$ cat config.mk
export PLATFORM = sky130hd
export DESIGN_NAME = mc_controller
export DESIGN_NICKNAME = d
export VERILOG_FILES = /design/src/rtl/mc_pkg.sv /design/src/rtl/mc_decode.sv /design/src/rtl/mc_controller.sv
export SDC_FILE = /design/constraint.sdc
export NUM_CORES = 1
export LEC_CHECK = 0
export ABC_AREA = 1
export ABC_CLOCK_PERIOD_IN_PS = 1720
export CORE_UTILIZATION = 30
export DETAILED_ROUTE_END_ITERATION = 10
export PLACE_DENSITY = 0.54
export SYNTH_ARGS = -nofsm -noshare
export SYNTH_HDL_FRONTEND = slang
export SYNTH_SLANG_ARGS = --single-unit
$ cat constraint.sdc
create_clock -name clk -period 1.72 [get_ports clk]
set_input_delay 0.172 -clock clk [delete_from_list [all_inputs] [get_ports clk]]
set_output_delay 0.172 -clock clk [all_outputs]
set_load 0.01 [all_outputs]
$ cat src/rtl/mc_pkg.sv
// Shared definitions for the multicycle MIPS sequencing controller.
// Latency: n/a (types, constants and encodings only).
// Backpressure: n/a.
//
// Contents: FSM state enum, opcode/funct/rt constants, ALU/writeback
// encodings, instruction-class enum and the packed control bundle.
package mc_pkg;

    typedef enum logic [3:0] {
        ST_FETCH,
        ST_DECODE,
        ST_EXEC,
        ST_MEM_RD,
        ST_MEM_WR,
        ST_WB_ALU,
        ST_WB_MEM,
        ST_BRANCH,
        ST_JUMP,
        ST_TRAP
    } state_t;

    typedef enum logic [3:0] {
        CL_ILLEGAL,
        CL_ADDU,
        CL_SUBU,
        CL_ORI,
        CL_LUI,
        CL_ADDI,
        CL_LW,
        CL_SW,
        CL_BEQ,
        CL_BLTZAL,
        CL_J,
        CL_JAL,
        CL_JR
    } iclass_t;

    // Opcodes
    localparam logic [5:0] OP_RTYPE  = 6'b000000;
    localparam logic [5:0] OP_REGIMM = 6'b000001;
    localparam logic [5:0] OP_J      = 6'b000010;
    localparam logic [5:0] OP_JAL    = 6'b000011;
    localparam logic [5:0] OP_BEQ    = 6'b000100;
    localparam logic [5:0] OP_ADDI   = 6'b001000;
    localparam logic [5:0] OP_ORI    = 6'b001101;
    localparam logic [5:0] OP_LUI    = 6'b001111;
    localparam logic [5:0] OP_LW     = 6'b100011;
    localparam logic [5:0] OP_SW     = 6'b101011;

    // R-type function codes
    localparam logic [5:0] FN_ADDU   = 6'b100001;
    localparam logic [5:0] FN_SUBU   = 6'b100011;
    localparam logic [5:0] FN_JR     = 6'b001000;

    // REGIMM rt selector
    localparam logic [4:0] RT_BLTZAL = 5'b10000;

    // ALU control
    localparam logic [1:0] ALU_ADD   = 2'b00;
    localparam logic [1:0] ALU_SUB   = 2'b01;
    localparam logic [1:0] ALU_OR    = 2'b10;
    localparam logic [1:0] ALU_LUI   = 2'b11;

    // Writeback source
    localparam logic [2:0] RSRC_ALU  = 3'b000;
    localparam logic [2:0] RSRC_MEM  = 3'b001;
    localparam logic [2:0] RSRC_PC4  = 3'b010;

    // Writeback destination
    localparam logic [1:0] RDST_RT   = 2'b00;
    localparam logic [1:0] RDST_RD   = 2'b01;
    localparam logic [1:0] RDST_R31  = 2'b10;

    // Control bundle driven towards the datapath.
    typedef struct packed {
        logic       mem_req;
        logic       pc_write;
        logic       ir_write;
        logic       mem_write;
        logic       reg_write;
        logic [1:0] alu_ctl;
        logic       ext_op;
        logic       alu_src;
        logic [2:0] reg_src;
        logic [1:0] reg_dst;
        logic       npc_sel;
        logic       j_ctl;
        logic       jr_ctl;
        logic       bltzal;
    } ctl_t;

    // R-type ALU ops write rd; the immediate forms write rt.
    function automatic logic writes_rd(input iclass_t c);
        return (c == CL_ADDU) || (c == CL_SUBU);
    endfunction

endpackage

$ cat src/rtl/mc_decode.sv
// Combinational instruction classifier: opcode/funct/rt -> instruction class.
// Latency: 0 cycles (pure combinational; the FSM registers the result in DECODE).
// Backpressure: none.
//
// Ports: i_opcode[5:0], i_funct[5:0], i_rt[4:0] in; o_class (iclass_t) out.
// Anything not recognised comes out as CL_ILLEGAL.
module mc_decode
    import mc_pkg::*;
(
    input  logic [5:0] i_opcode,
    input  logic [5:0] i_funct,
    input  logic [4:0] i_rt,
    output iclass_t    o_class
);

    always_comb begin
        o_class = CL_ILLEGAL;
        case (i_opcode)
            OP_RTYPE: begin
                case (i_funct)
                    FN_ADDU: o_class = CL_ADDU;
                    FN_SUBU: o_class = CL_SUBU;
                    FN_JR:   o_class = CL_JR;
                    default: o_class = CL_ILLEGAL;
                endcase
            end
            // Only the linking form of REGIMM is supported.
            OP_REGIMM: o_class = (i_rt == RT_BLTZAL) ? CL_BLTZAL : CL_ILLEGAL;
            OP_J:      o_class = CL_J;
            OP_JAL:    o_class = CL_JAL;
            OP_BEQ:    o_class = CL_BEQ;
            OP_ADDI:   o_class = CL_ADDI;
            OP_ORI:    o_class = CL_ORI;
            OP_LUI:    o_class = CL_LUI;
            OP_LW:     o_class = CL_LW;
            OP_SW:     o_class = CL_SW;
            default:   o_class = CL_ILLEGAL;
        endcase
    end

endmodule

$ cat src/rtl/mc_controller.sv
// Multicycle Moore sequencing controller for the MIPS datapath (fetch/decode/exec/mem/wb).
// Latency: ALU ops 4, lw 5, sw 4, branch/jump 3 cycles with mem_ready high.
// Backpressure: FETCH, MEM_RD and MEM_WR hold mem_req and stall until mem_ready.
//
// Ports: clk, rst (sync, active-high); opcode/funct/rt from the IR; zero,
// positive, overflow from the ALU; mem_ready from memory. Outputs: mem_req,
// pc/ir/mem/reg write enables, alu_ctl, ext_op, alu_src, reg_src, reg_dst,
// npc_sel, j_ctl, jr_ctl, bltzal, exc, retired[CNT_W-1:0].
// Build option: define MC_OVERFLOW_TRAP_EN to trap addi overflow into a
// sticky TRAP state (exc=1 until reset); otherwise addi wraps and exc is 0.
module mc_controller
    import mc_pkg::*;
#(
    parameter int CNT_W = 32
) (
    input  logic             clk,
    input  logic             rst,
    input  logic [5:0]       opcode,
    input  logic [5:0]       funct,
    input  logic [4:0]       rt,
    input  logic             zero,
    input  logic             positive,
    input  logic             overflow,
    input  logic             mem_ready,
    output logic             mem_req,
    output logic             pc_write,
    output logic             ir_write,
    output logic             mem_write,
    output logic             reg_write,
    output logic [1:0]       alu_ctl,
    output logic             ext_op,
    output logic             alu_src,
    output logic [2:0]       reg_src,
    output logic [1:0]       reg_dst,
    output logic             npc_sel,
    output logic             j_ctl,
    output logic             jr_ctl,
    output logic             bltzal,
    output logic             exc,
    output logic [CNT_W-1:0] retired
);

    state_t           r_state;
    iclass_t          r_class;
    logic [CNT_W-1:0] r_retired;

    iclass_t          w_class;
    logic             w_retire;
    ctl_t             w_ctl;

    mc_decode u_decode (
        .i_opcode (opcode),
        .i_funct  (funct),
        .i_rt     (rt),
        .o_class  (w_class)
    );

    // Commit points: every terminal state retires unconditionally except
    // MEM_WR, which only completes once memory accepts the store.
    assign w_retire = (r_state == ST_WB_ALU) || (r_state == ST_WB_MEM) ||
                      (r_state == ST_BRANCH) || (r_state == ST_JUMP)   ||
                      ((r_state == ST_MEM_WR) && mem_ready);

    always_ff @(posedge clk) begin
        if (rst) begin
            r_state   <= ST_FETCH;
            r_class   <= CL_ILLEGAL;
            r_retired <= '0;
        end else begin
            if (w_retire) begin
                r_retired <= r_retired + CNT_W'(1);
            end
            case (r_state)
                ST_FETCH: begin
                    if (mem_ready) r_state <= ST_DECODE;
                end
                ST_DECODE: begin
                    r_class <= w_class;
                    case (w_class)
                        CL_ADDU, CL_SUBU, CL_ORI, CL_LUI,
                        CL_ADDI, CL_LW, CL_SW:         r_state <= ST_EXEC;
                        CL_BEQ, CL_BLTZAL:             r_state <= ST_BRANCH;
                        CL_J, CL_JAL, CL_JR:           r_state <= ST_JUMP;
                        default:                       r_state <= ST_FETCH;
                    endcase
                end
                ST_EXEC: begin
                    if (r_class == CL_LW) begin
                        r_state <= ST_MEM_RD;
                    end else if (r_class == CL_SW) begin
                        r_state <= ST_MEM_WR;
`ifdef MC_OVERFLOW_TRAP_EN
                    end else if ((r_class == CL_ADDI) && overflow) begin
                        r_state <= ST_TRAP;
`endif
                    end else begin
                        r_state <= ST_WB_ALU;
                    end
                end
                ST_MEM_RD: begin
                    if (mem_ready) r_state <= ST_WB_MEM;
                end
                ST_MEM_WR: begin
                    if (mem_ready) r_state <= ST_FETCH;
                end
                ST_WB_ALU, ST_WB_MEM,
                ST_BRANCH, ST_JUMP:   r_state <= ST_FETCH;
                // Sticky until reset.
                ST_TRAP:              r_state <= ST_TRAP;
                default:              r_state <= ST_FETCH;
            endcase
        end
    end

    // Moore decode from state + latched class; only the FETCH/MEM_WR enables
    // and the branch outcome look at live inputs.
    always_comb begin
        w_ctl = '0;
        case (r_state)
            ST_FETCH: begin
                w_ctl.mem_req  = 1'b1;
                w_ctl.ir_write = mem_ready;
                w_ctl.pc_write = mem_ready;
            end
            ST_EXEC: begin
                case (r_class)
                    CL_SUBU: w_ctl.alu_ctl = ALU_SUB;
                    CL_ORI:  w_ctl.alu_ctl = ALU_OR;
                    CL_LUI:  w_ctl.alu_ctl = ALU_LUI;
                    default: w_ctl.alu_ctl = ALU_ADD;
                endcase
                w_ctl.alu_src = (r_class == CL_ORI) || (r_class == CL_LUI) ||
                                (r_class == CL_ADDI) || (r_class == CL_LW) ||
                                (r_class == CL_SW);
                w_ctl.ext_op  = (r_class == CL_ADDI) || (r_class == CL_LW) ||
                                (r_class == CL_SW);
            end
            ST_MEM_RD: begin
                w_ctl.mem_req = 1'b1;
            end
            ST_MEM_WR: begin
                w_ctl.mem_req   = 1'b1;
                w_ctl.mem_write = mem_ready;
            end
            ST_WB_ALU: begin
                w_ctl.reg_write = 1'b1;
                w_ctl.reg_src   = RSRC_ALU;
                w_ctl.reg_dst   = writes_rd(r_class) ? RDST_RD : RDST_RT;
            end
            ST_WB_MEM: begin
                w_ctl.reg_write = 1'b1;
                w_ctl.reg_src   = RSRC_MEM;
                w_ctl.reg_dst   = RDST_RT;
            end
            ST_BRANCH: begin
                w_ctl.alu_ctl = ALU_SUB;
                if (r_class == CL_BLTZAL) begin
                    // Link happens whether or not the branch is taken.
                    w_ctl.bltzal    = 1'b1;
                    w_ctl.reg_write = 1'b1;
                    w_ctl.reg_dst   = RDST_R31;
                    w_ctl.reg_src   = RSRC_PC4;
                    w_ctl.pc_write  = !positive && !zero;
                    w_ctl.npc_sel   = !positive && !zero;
                end else begin
                    w_ctl.pc_write  = zero;
                    w_ctl.npc_sel   = zero;
                end
            end
            ST_JUMP: begin
                w_ctl.pc_write = 1'b1;
                w_ctl.jr_ctl   = (r_class == CL_JR);
                w_ctl.j_ctl    = (r_class != CL_JR);
                if (r_class == CL_JAL) begin
                    w_ctl.reg_write = 1'b1;
                    w_ctl.reg_dst   = RDST_R31;
                    w_ctl.reg_src   = RSRC_PC4;
                end
            end
            default: w_ctl = '0;
        endcase
        // Reset silences the datapath in the same cycle it is asserted.
        if (rst) begin
            w_ctl = '0;
        end
    end

    assign mem_req   = w_ctl.mem_req;
    assign pc_write  = w_ctl.pc_write;
    assign ir_write  = w_ctl.ir_write;
    assign mem_write = w_ctl.mem_write;
    assign reg_write = w_ctl.reg_write;
    assign alu_ctl   = w_ctl.alu_ctl;
    assign ext_op    = w_ctl.ext_op;
    assign alu_src   = w_ctl.alu_src;
    assign reg_src   = w_ctl.reg_src;
    assign reg_dst   = w_ctl.reg_dst;
    assign npc_sel   = w_ctl.npc_sel;
    assign j_ctl     = w_ctl.j_ctl;
    assign jr_ctl    = w_ctl.jr_ctl;
    assign bltzal    = w_ctl.bltzal;
    assign retired   = rst ? '0 : r_retired;

`ifdef MC_OVERFLOW_TRAP_EN
    assign exc = (r_state == ST_TRAP) && !rst;
`else
    // Overflow has no consumer when trapping is compiled out.
    logic w_unused_overflow;
    assign w_unused_overflow = overflow;
    assign exc = 1'b0;
`endif

endmodule

# Yosys cells after proc, flatten, opt, wreduce, memory -nomap -nowiden
# Memories as Yosys holds them, arrays and structs flattened.
# Index checks and enable logic that the tools add are counted.
# word_totals
ff_bits,40
latch_bits,0
ramBits,0
mem_bits_ro,64
inputBits,23
n_memories,1
# classes
add_sub_neg,1
multipliers,0
n_div,0
n_lt_le_gt_ge,0
eq_ne,36
shift,0
n_mux,29
bitwise,0
reduce_logical,20
# memory_table
memory,words,width,rd,rd_clocked_by_memory_dff,write_ports,line,source
(no name shown),16,4,1,0,0,mc_controller.sv:79,case (w_class)
# ops
op,count
$pmux 4 s10,1
$add 32x1->32 const B,1
$eq 4x3->1 const B,8
$mux 32,1
$eq 6x4->1 const B,4
$eq 6x6->1 const B,4
$mux 4,6
$pmux 4 s6,1
$eq 4x4->1 const B,5
$pmux 5 s4,1
$mux 18,1
$eq 4x2->1 const B,4
$eq 6x2->1 const B,2
$pmux 4 s3,1
$logic_or 1x1->1,11
$mux 1,10
$eq 4x1->1 const B,2
$eq 6x1->1 const B,1
$eq 6x3->1 const B,1
$logic_not 6->1,1
$ne 2x2->1 const B,3
$pmux 1 s3,2
$pmux 2 s3,1
$eq 5x5->1 const B,1
10 further kinds,13

# Longest topological paths before layout
# logic_depth
word_depth,7
depth_mapped,10
depth_no_buf,10

# Cells and area by module
# From an unflattened synthesis, not the netlist that was laid out.
# hier_totals
cells_unflattened,549
area_unflattened_um2,3084.2
# modules_own_cells
module,n_inst,cells_per_inst,area_per_inst_um2,seq_area_each_um2
mc_controller,1,480,2773.9,800.8
mc_decode,1,69,310.3,0.0

# Least setup slack after synthesis
# No wires, ideal clock.
# synth_timing
path_kind,flip-flop to output port
startpoint,reg r_class[1]
endpoint,out reg_src[1]
arrival_time_ns,1.405
required_ns,1.548
path_slack_ns,0.143
path_stages_with_launch,7
path_buffers,2
cell_sequence,dfxtp_1 > clkbuf_1 > nand2_1 > o41ai_1 > inv_1 > nor2_1 > buf_4
# synth_via
elab_chain_cells,4
elab_cells_between_ends,6
# synth_rtl
item,line,source
"start, declared",mc_controller.sv:44,iclass_t r_class;
"start signal, assigned",mc_controller.sv:78,r_class <= w_class;
$eq 4x4->1 (on tied branches),"mc_controller.sv:174, mc_controller.sv:157",
$mux 4 (on tied branches),"mc_controller.sv:174, mc_controller.sv:157",
$pmux 5 s4 (*),mc_controller.sv:119,case (r_state)
$mux 18 (*),mc_controller.sv:183,if (rst) begin
"end, declared",mc_controller.sv:33,"output logic [2:0] reg_src,"
# Mark *: on every way between the ends. The rest lies on a longest branch, timed or not.

# Worst setup path in the final report
# layout_timing
startpoint,reg r_class[2]
endpoint,out pc_write
# layout_via
elab_chain_cells,4
# layout_rtl
item,line,source
$eq 4x4->1,mc_controller.sv:157,if (r_class == CL_BLTZAL) begin
$mux 1,mc_controller.sv:157,
$pmux 1 s3,mc_controller.sv:119,
$mux 18,mc_controller.sv:183,
"end, declared",mc_controller.sv:26,"output logic pc_write,"
# No other way between the ends.

==> impl_metrics.sql <==
INSERT INTO impl_metrics (metric_group, metric, value, unit) VALUES
('status', 'status', 'finished, violations left', ''),
('status', 'violations', 'setup timing', ''),
('routing', 'remaining_routing_drc_violations', '0', ''),
('routing', 'drt_pass1_iterations', '5', ''),
('floorplan', 'core_area', '0.00991', 'mm2'),
('cts', 'library_cell_used_as_clock_root_buffer', 'sky130_fd_sc_hd__clkbuf_8', ''),
('yosys', 'synth_adder_area_share', '0.401', '%'),
('worst_hold_path', 'holdCritPathClass', 'input port to register', ''),
('yosys', 'area_fraction_of_the_dominant_cell_type_after_synthesis', '25.7', '%'),
('cts', 'clockBufferDepth', '2', ''),
('finish', 'diodes', '0', ''),
('timing', 'clock.fmax', '0.578', 'GHz'),
('floorplan', 'initial_utilization', '31.5', '%'),
('placed_design', 'place.detailed.instances', '769', ''),
('placed_design', 'gp_routability_congestion', '0.876', ''),
('timing', 'finalSetupViolCount', '1', ''),
('timing', 'final-hold-violation-count', '0', ''),
('floorplan', 'num_io_pins', '74', ''),
('power_and_ir_drop', 'cellPowerDensity', '438', 'mW/mm2'),
('finish', 'nNetsFinal', '673', ''),
('yosys', 'synth_seq_cells', '40', ''),
('placed_design', 'dp_worst_setup_slack', '-0.143', 'ns'),
('timing', 'fin_skew', '0.00767', 'ns'),
('global_route', 'track_usage', '18.0', '%'),
('yosys', 'synth_commonest_cells', 'sky130_fd_sc_hd__nand2_1, sky130_fd_sc_hd__nor2_1, sky130_fd_sc_hd__inv_1', ''),
('cts', 'postCtsHoldBufs', '0', ''),
('cts', 'tritoncts', 'yes', ''),
('routing', 'count_of_nets_left_with_antenna_violations_after_detail_routing', '0', ''),
('yosys', 'synth-simple-area-share', '44.9', '%'),
('yosys', 'synth_ff_type', 'sky130_fd_sc_hd__dfxtp_1', ''),
('routing', 'route.detailed.wl_per_inst', '12.2', 'um'),
('global_route', 'grt_antenna_before_repair', '0', ''),
('yosys', 'avg_inst_size_synth', '5.83', 'um2'),
('floorplan', 'floorplan_die_area', '0.0108', 'mm2'),
('routing', 'routed_via_density', '4.62', ''),
('floorplan', 'die_height', '104', 'um'),
('yosys', 'synth.yosys.seq_area_share', '25.7', '%'),
('placed_design', 'placement.io_buffers', '70', ''),
('yosys', 'synth_top_cell_by_area', 'sky130_fd_sc_hd__dfxtp_1', ''),
('yosys', 'yosys_warnings', '0', ''),
('global_route', 'grt_pass1_vias', '3508', ''),
('global_route', 'gr-total-overflow', '0', ''),
('power_and_ir_drop', 'power_leakage', '1.83', 'nW'),
('floorplan', 'std_cell_rows', '36', ''),
('worst_setup_path', 'critical_path.endpoint_type', 'output pin', ''),
('placed_design', 'dp_hpwl', '7540', 'um'),
('yosys', 'synth.top_cells.by_area', 'sky130_fd_sc_hd__dfxtp_1, sky130_fd_sc_hd__nand2_1, sky130_fd_sc_hd__nor2_1, sky130_fd_sc_hd__inv_1, sky130_fd_sc_hd__a21oi_1', ''),
('worst_setup_path', 'worstPathMaxFanout', '4', ''),
('yosys', 'synth_compound_area_share', '11.6', '%'),
('power_and_ir_drop', 'max_rail_drop_vdd', '0.000244', 'V'),
('yosys', 'yosysUniqueCellTypes', '37', ''),
('yosys', 'post_syn_instances', '535', ''),
('cts', 'cts.clk_slew.worst_paths', '0.07', 'ns'),
('cts', 'cts.sink_count', '40', ''),
('yosys', 'number_of_flops_mapped_to_enable_cells_by_yosys', '0', ''),
('timing', 'number_of_max_slew_violations_in_the_final_report', '0', ''),
('global_route', 'grt_pass1_wl', '16000', 'um'),
('timing', 'final.setup.worst_slack', '-0.00942', 'ns'),
('timing', 'finalWorstPathRequiredPeriod', '1.73', 'ns'),
('routing', 'drt_iter0_markers', '123', ''),
('cts', 'cts-htree-levels', '2', ''),
('cts', 'cts_made_buffers', '5', ''),
('routing', 'routed-via-count', '3614', ''),
('yosys', 'synthesis.area', '0.00312', 'mm2'),
('yosys', 'synthMostInstantiatedCell', 'sky130_fd_sc_hd__nand2_1', ''),
('worst_setup_path', 'timing_worst_setup_path_type', 'register to output pin', ''),
('worst_setup_path', 'cp.required', '1.55', 'ns'),
('worst_setup_path', 'timing.critical_path.from_type', 'register', ''),
('yosys', 'synth_top_family_by_area', 'simple AND/OR/NAND/NOR gates', ''),
('floorplan', 'die_x', '104', 'um'),
('finish', 'share_of_cells_above_drive_strength_1', '23.3', '%');
-- logic make-up after synthesis --
kind of cell / Yosys count
AO/OA/AOI/OAI: 67
XOR/XNOR: 14
adder cells (fa/ha/maj): 1
buffers and inverters: 101
flip-flops: 40
other: 1
AND/OR/NAND/NOR: 311
-- worst max-delay path, cell delays in order (launching register included) --
cell and delay, ns:
sky130_fd_sc_hd__dfxtp_4 0.38, sky130_fd_sc_hd__nor4_4 0.28, sky130_fd_sc_hd__buf_4 0.16, sky130_fd_sc_hd__o211ai_1 0.10, sky130_fd_sc_hd__a31oi_1 0.19, sky130_fd_sc_hd__buf_2 0.15
-- cell type report --
cell class | count | area, um2
Clock inverter | 1 | 5.00
Fill cell | 1052 | 5370
Tap cell | 133 | 166
Clock buffer | 6 | 72.6
Multi-Input combinational cell | 395 | 2120
Sequential cell | 40 | 818
Timing Repair Buffer | 124 | 1030
Inverter | 83 | 324
-- placed cells by master (no fill, tap or decap), types with 2 or more instances in the layout --
master                            instances
sky130_fd_sc_hd__a21oi_1                 37
sky130_fd_sc_hd__a31oi_1                  3
sky130_fd_sc_hd__buf_2                   12
sky130_fd_sc_hd__buf_4                   51
sky130_fd_sc_hd__buf_6                    3
sky130_fd_sc_hd__clkbuf_2                 5
sky130_fd_sc_hd__clkbuf_8                 5
sky130_fd_sc_hd__clkdlybuf4s50_1         51
sky130_fd_sc_hd__clkinv_2                 2
sky130_fd_sc_hd__conb_1                   2
sky130_fd_sc_hd__dfxtp_1                 32
sky130_fd_sc_hd__dfxtp_2                  5
sky130_fd_sc_hd__dfxtp_4                  3
sky130_fd_sc_hd__inv_1                   69
sky130_fd_sc_hd__inv_2                    9
sky130_fd_sc_hd__inv_4                    3
sky130_fd_sc_hd__nand2_1                127
sky130_fd_sc_hd__nand2_2                  5
sky130_fd_sc_hd__nand2_4                  2
sky130_fd_sc_hd__nand3_1                 25
sky130_fd_sc_hd__nand3_4                  2
sky130_fd_sc_hd__nand3b_1                 3
sky130_fd_sc_hd__nand4_1                  7
sky130_fd_sc_hd__nand4_2                  2
sky130_fd_sc_hd__nor2_1                  91
sky130_fd_sc_hd__nor2_2                   7
sky130_fd_sc_hd__nor2_4                   4
sky130_fd_sc_hd__nor3_1                   9
sky130_fd_sc_hd__nor3_2                  14
sky130_fd_sc_hd__nor3_4                   8
sky130_fd_sc_hd__nor4_2                   2
sky130_fd_sc_hd__o211ai_1                 3
sky130_fd_sc_hd__o21ai_0                 12
sky130_fd_sc_hd__o21ai_1                  5
sky130_fd_sc_hd__o21ai_2                  2
sky130_fd_sc_hd__o21bai_1                 2
sky130_fd_sc_hd__xor2_1                  14
-- routing by layer --
layer  wire length (um)  global-route usage (%)  vias up
li1                   -                       -     1924
met1               4250                    21.2     1596
met2               4800                    33.5       83
met3                381                    3.01       11
met4                138                    4.69        0
met5                  0                       0        -
-- path summary, 6_finish.rpt --
check | slack, ns | from | endpoint | cells past startpoint
worst max-delay path | -0.009 | r_class[2] | pc_write | 5
worst min-delay path | 0.26 | rst | r_state[3] | 2
worst max register to register | 0.10 | r_state[3] | r_retired[11] | 10
worst min register to register | 0.48 | r_retired[0] | r_retired[0] | 1
-- repair_timing --
action | CTS | global route
gates resized for setup | 78 | 58
pin swaps | 6 | 9
setup endpoints to repair | 17 | 42
gates cloned | 0 | 0
setup buffers | 1 | 5
-- flip-flops by register name, indices dropped and copies added (netlist names) --
name	count
r_class	4
r_state	4
r_retired	32
-- power by group --
part / internal (W) / total [W] / switching, W
clock: 0.000276 / 0.000606 / 0.000330
combinational: 0.000194 / 0.000423 / 0.000229
sequential: 0.000939 / 0.000958 / 0.0000190
total: 0.00141 / 0.00199 / 0.000578
-- per-stage QoR --
step	total power [W]	hold slack (ns)	util, %	setup TNS (ns)	area, um2
finish	0.00199	0.264	45.8	-0.00942	4540
global route	0.00211	0.273	45.8	-0.577	4540
CTS	0.00196	0.264	44.0	-0.00485	4360
detailed placement	0.00134	0.470	42.8	-1.41	4240
global placement	0.00133	0.468	42.8	-1.42	4240
floorplan	0.00115	0.366	-	0	3120
(Power assumes the default switching activity.)
==> patch 1, RTL diff (config.mk and constraints unchanged) <==
Re-encode `state_t` (10 states) as one-hot, 10 bits wide.
--- a/src/rtl/mc_pkg.sv
+++ b/src/rtl/mc_pkg.sv
@@ -6,17 +6,17 @@
 // encodings, instruction-class enum and the packed control bundle.
 package mc_pkg;
 
-    typedef enum logic [3:0] {
-        ST_FETCH,
-        ST_DECODE,
-        ST_EXEC,
-        ST_MEM_RD,
-        ST_MEM_WR,
-        ST_WB_ALU,
-        ST_WB_MEM,
-        ST_BRANCH,
-        ST_JUMP,
-        ST_TRAP
+    typedef enum logic [9:0] {
+        ST_FETCH  = 10'b0000000001,
+        ST_DECODE = 10'b0000000010,
+        ST_EXEC   = 10'b0000000100,
+        ST_MEM_RD = 10'b0000001000,
+        ST_MEM_WR = 10'b0000010000,
+        ST_WB_ALU = 10'b0000100000,
+        ST_WB_MEM = 10'b0001000000,
+        ST_BRANCH = 10'b0010000000,
+        ST_JUMP   = 10'b0100000000,
+        ST_TRAP   = 10'b1000000000
     } state_t;
 
     typedef enum logic [3:0] {
Function: same outputs for any inputs over 10 cycles, from zero or initial values and one cycle with rst high; not proved beyond that.
==> patch 1 against the unedited design <==
The run still ends with setup timing left; routed wire length rose by 22%; total power grew 49%; area after synthesis rose by 21%; setup slack lost 0.11 ns; combinational power grew 34%; sequential cell count rose by 6; count of clock-buffer cells in the layout did not move; cell area is 21% higher; critical path type unchanged.
==> patch 1: results (changes against the unedited design) <==
* Status: finished with violations
* Failing checks: setup timing
* Vias in the first global route at 4131 (+18%)
* Area contributors post-synth: dfxtp_1 (24%), nor2_1 (12%), nand2_1 (10%)
* Syn Inst Count at 593 (+11%)
* Max Fanout on Critical Path at 3 (-1)
* Hold Path Depth at 3 (+1)
* H-tree depth at 2 (unchanged)
* 1st-iter DRT viols at 248 (+100%)
* Pre-Repair DR Iteration Count at 5 (unchanged)
* Placed instance count at 877 (+14%)
* Total negative setup slack at -1.31 ns (-1.30 ns)
* Proportion of layout cells with a drive suffix above 1 at 32.6% (+9.3 points)
* Top Registers: r_retired x32, r_state x10, r_class x4
* Largest net degree at the start of global routing at 39 (+56%)
* Routed wire length at 11.7 mm (+22%)
* Switch share at 25.3% (-3.8 points)
* Post-synthesis xor/xnor area fraction at 4.40% (+0.47 points)
* Final setup violation count at 34 (+33)
* Placed inst area at 5050 sq um (+19%)
* Synth top cells by count: nor2_1 (119), nand2_1 (101), inv_1 (80), nand3_1 (51), dfxtp_1 (46)
* R2R setup slack at -0.05 ns (-0.15 ns)
* Final worst slack at -0.119 ns (-0.109 ns)
* Setup Skew at 0.00796 ns (+0.000293 ns)
* Clk Latency, worst-skew pair at 0.29 ns
* Peak VDD IR at 0.423 mV (+73%)
* Global-route wire length before repair at 19.1 mm (+19%)
* Nets at 751 (+12%)
* Worst R2R End: r_retired[0]$_SDFFE_PP0P_
* Tot Pwr at 2.97 mW (+49%)
* DR vias at 4157 (+15%)
* Compound-gate portion of the synthesized area at 11.0% (-0.61 points)
* Multiplexer area fraction after synthesis at 0% (unchanged)
* Leak at 2.35 nW (+28%)
* Post-Synth Adder-Cell Area at 0.331% (-0.070 points)
* Fin Hold WS at 0.298 ns (+0.0338 ns)
* R2r startpoint: r_state[8]$_SDFFE_PP0P_
* Final GP Congestion at 0.949 (+8.3%)
* Total track usage at 18.3% (+0.27 points)
* Antenna cells at 0 (unchanged)
* CP peak stage delay at 0.34 ns (-0.04 ns)
* Power Combinational at 0.566 mW (+34%)
* Clk pwr at 1.30 mW (+110%)
* Yosys cell types at 42 (+14%)
* Data arrival, critical path at 1.67 ns (+0.11 ns)
* Pre-CTS WS at -0.285 ns (-0.142 ns)
* Root Buffer: clkbuf_16
* Critical Path Start: r_state[7]$_SDFFE_PP0P_
* Hold worst-path end: r_retired[31]$_SDFFE_PP0P_
* Top delay family on crit path: simple AND/OR/NAND/NOR gates
* WL per Instance at 13.1 microns (+6.9%)
* Dpl hpwl at 8.97 mm (+19%)
* Worst R2R Path Depth at 11 (+1)
* Critical path's slowest cell: dfxtp_1
* FFs w/ async S/R, synth at 0% (unchanged)
* Critical path destination: reg_write
* Register area share after synthesis at 24.3% (-1.3 points)
[patch 1: timing repair]
item / 4_1_cts / 5_1_grt
endpoints found under the setup margin: 50 / 61
pin swaps: 8 / 11
resized for setup: 92 / 39
buffers inserted: 3 / 5
cloned: 0 / 3
[patch 1: layout make-up]
class	count	area, sq um
well taps	168	210
multi-input cells	438	2490
flip-flops and latches	46	933
repair buffers	150	1340
fillers	1252	6670
clock buffers	6	139
inverters	86	323
clock inverters	2	60.1
[patch 1: per-layer routing]
layer / GRT usage (%) / part of all wire (%) / up-vias
met4: 4.94 / 1.5 / 0
met3: 2.22 / 3.6 / 13
met2: 29.9 / 46 / 102
met1: 25.3 / 49 / 1902
li1: - / - / 2140
met5: 0 / 0 / -
[patch 1: worst register-to-register path, delay by kind of cell (launching register included)]
family,cells,cell delay [ns]
flops,1,0.33
simple gates,7,0.93
buf+inv,4,0.42
==> patch 2, RTL diff (same flow settings) <==
Without the edit above. Add a define of `MC_OVERFLOW_TRAP_EN`.
--- a/src/rtl/mc_controller.sv
+++ b/src/rtl/mc_controller.sv
@@ -8,6 +8,8 @@
 // npc_sel, j_ctl, jr_ctl, bltzal, exc, retired[CNT_W-1:0].
 // Build option: define MC_OVERFLOW_TRAP_EN to trap addi overflow into a
 // sticky TRAP state (exc=1 until reset); otherwise addi wraps and exc is 0.
+`define MC_OVERFLOW_TRAP_EN
+
 module mc_controller
     import mc_pkg::*;
 #(
Check against the original RTL: not equivalent (a bounded check fails within 4 cycles, from zero or initial values and one cycle with rst high).
==> patch 2 against the unedited design <==
Cell area up 4.1%; via count rose by 1.4%; area after synthesis shrank 4.7%; fmax grew 1.2%; routed wire length decreased by 1.4%; sequential cell count unchanged; critical path depth up 2; total power up 3.0%; clock power grew 9.7%; register-to-register slack got worse by 0.03 ns; combinational power rose by 2%; setup slack improved by 0.020 ns.
==> patch 2: results (changes against the unedited design) <==
* Setup Skew at 0.00351 ns (-0.00416 ns)
* Root Buffer: clkbuf_8
* Pre-CTS WS at -0.197 ns (-0.0537 ns)
* Min Tclk post-route at 1.71 ns (-0.0197 ns)
* Global-route wire length before repair at 15.4 mm (-4.0%)
* IO Port Bufs at 72 (+2.9%)
* Yosys cell types at 35 (-5.4%)
* Proportion of layout cells with a drive suffix above 1 at 26.7% (+3.4 points)
* Final GP Congestion at 0.888 (+1.3%)
* Clk slew on worst S/H paths at 0.08 ns
* H-tree depth at 2 (unchanged)
* Vias in the first global route at 3388 (-3.4%)
* Pre-Repair DR Iteration Count at 4 (-1)
* Hold Path Class: primary input to register
* FILL cells at 996 (-5.3%)
* Nets at 686 (+1.9%)
* Largest net degree at the start of global routing at 27 (+8.0%)
* CTS Buf Count at 5 (unchanged)
* Register area share after synthesis at 26.9% (+1.3 points)
* Worst R2R End: r_retired[14]$_SDFFE_PP0P_
* Yosys warnings at 0 (unchanged)
* Critical path destination: reg_write
* CP peak stage delay at 0.35 ns (-0.03 ns)
* Max Fanout on Critical Path at 3 (-1)
* Total track usage at 18.6% (+0.59 points)
* Synth top cells by count: nor2_1 (108), nand2_1 (106), inv_1 (81), dfxtp_1 (40), a21oi_1 (36)
* Top Registers: r_retired x32, r_class x4, r_state x4
* Critical path's slowest cell: dfxtp_2
* Status: finished clean
* Peak VDD IR at 0.248 mV (+1.4%)
* Leak at 1.98 nW (+7.7%)
* Dpl hpwl at 7.43 mm (-1.4%)
* Area contributors post-synth: dfxtp_1 (27%), nor2_1 (14%), nand2_1 (13%)
* R2r startpoint: r_state[1]$_SDFFE_PP0P_
* R2R setup slack at 0.07 ns (-0.03 ns)
* Critical Path Start: r_state[3]$_SDFFE_PP0P_
* Syn nets at 542
* Data arrival, critical path at 1.54 ns (-0.02 ns)
* FFs w/ async S/R, synth at 0% (unchanged)
* DR vias at 3664 (+1.4%)
* 1st-iter DRT viols at 132 (+7.3%)
* WL per Instance at 11.9 microns (-2.6%)
* Worst R2R Path Depth at 11 (+1)
[patch 2: changes by cell type after synthesis, moves of 3 or more]
cell     delta
nand2_1    -27
nand3_1     +9
nor2_1      +9
inv_1       +6
nor3_2      -5
o21ai_0     +4
inv_2       -3
nor2_2      +3
o21ai_1     -3
[patch 2: power by group]
group	leakage, nW	total (mW)	switching, mW	internal (mW)
registers	0.328	0.952	0.0116	0.940
logic	1.60	0.432	0.225	0.207
clock network	0.0455	0.665	0.337	0.328
[patch 2: cells by family after synthesis]
group | after synthesis | share of synthesized area, %
DFF | 40 | 26.9
buffers and inverters | 99 | 13.3
xor gates and xnor gates | 12 | 3.54
other | 1 | 0.126
AOI/OAI and AO/OA | 66 | 11.7
adders and majority gates | 1 | 0.421
and+or+nand+nor | 299 | 44.0
[patch 2: layer usage]
metal / global-route usage [%] / up-vias / routed length [microns]
met5: 0 / - / 0
met4: 4.01 / 0 / 117
met3: 2.21 / 8 / 350
met2: 30.4 / 80 / 4310
met1: 26.1 / 1649 / 4660
li1: - / 1927 / -
[patch 2: layout make-up]
cell class                      instances  area [sq um]  area share [%]
Tap cell                              129           161            3.42
Inverter                               85           327            6.91
Clock buffer                            8          90.1            1.91
Timing Repair Buffer                  151          1290            27.2
Sequential cell                        40           815            17.2
Multi-Input combinational cell        379          2040            43.3
[patch 2: timing repair]
action / CTS / global route
pin swaps: 7 / 17
setup buffers: 6 / 3
gates cloned: 0 / 0
gates resized for setup: 96 / 68
endpoints found under the setup margin: 36 / 45
[patch 2: through the flow]
step           std cells  instance area, sq um
2_1_floorplan        518                  2970
3_3_place_gp         776                  4320
3_5_place_dp         776                  4320
4_1_cts              790                  4490
5_1_grt              792                  4720
6_report             792                  4720
[patch 2: worst max-delay path: cells and delay by family, from the launching register on]
family,cells,cell delay (ns)
simple gates,1,0.11
flops,1,0.35
buf+inv,4,0.48
compound gates,2,0.31
[patch 2: worst min path at each step]
stage                               startpoint                          to  slack (ns)  cells after the start
floorplan                            mem_ready     r_state[2]$_SDFFE_PP0P_        0.37                      3
global placement    r_retired[31]$_SDFFE_PP0P_  r_retired[31]$_SDFFE_PP0P_        0.45                      2
detailed placement  r_retired[31]$_SDFFE_PP0P_  r_retired[31]$_SDFFE_PP0P_        0.46                      2
CTS                                        rst     r_state[2]$_SDFFE_PP0P_        0.31                      3
global route                               rst  r_retired[25]$_SDFFE_PP0P_        0.33                      3
finish                                     rst  r_retired[25]$_SDFFE_PP0P_        0.31                      3
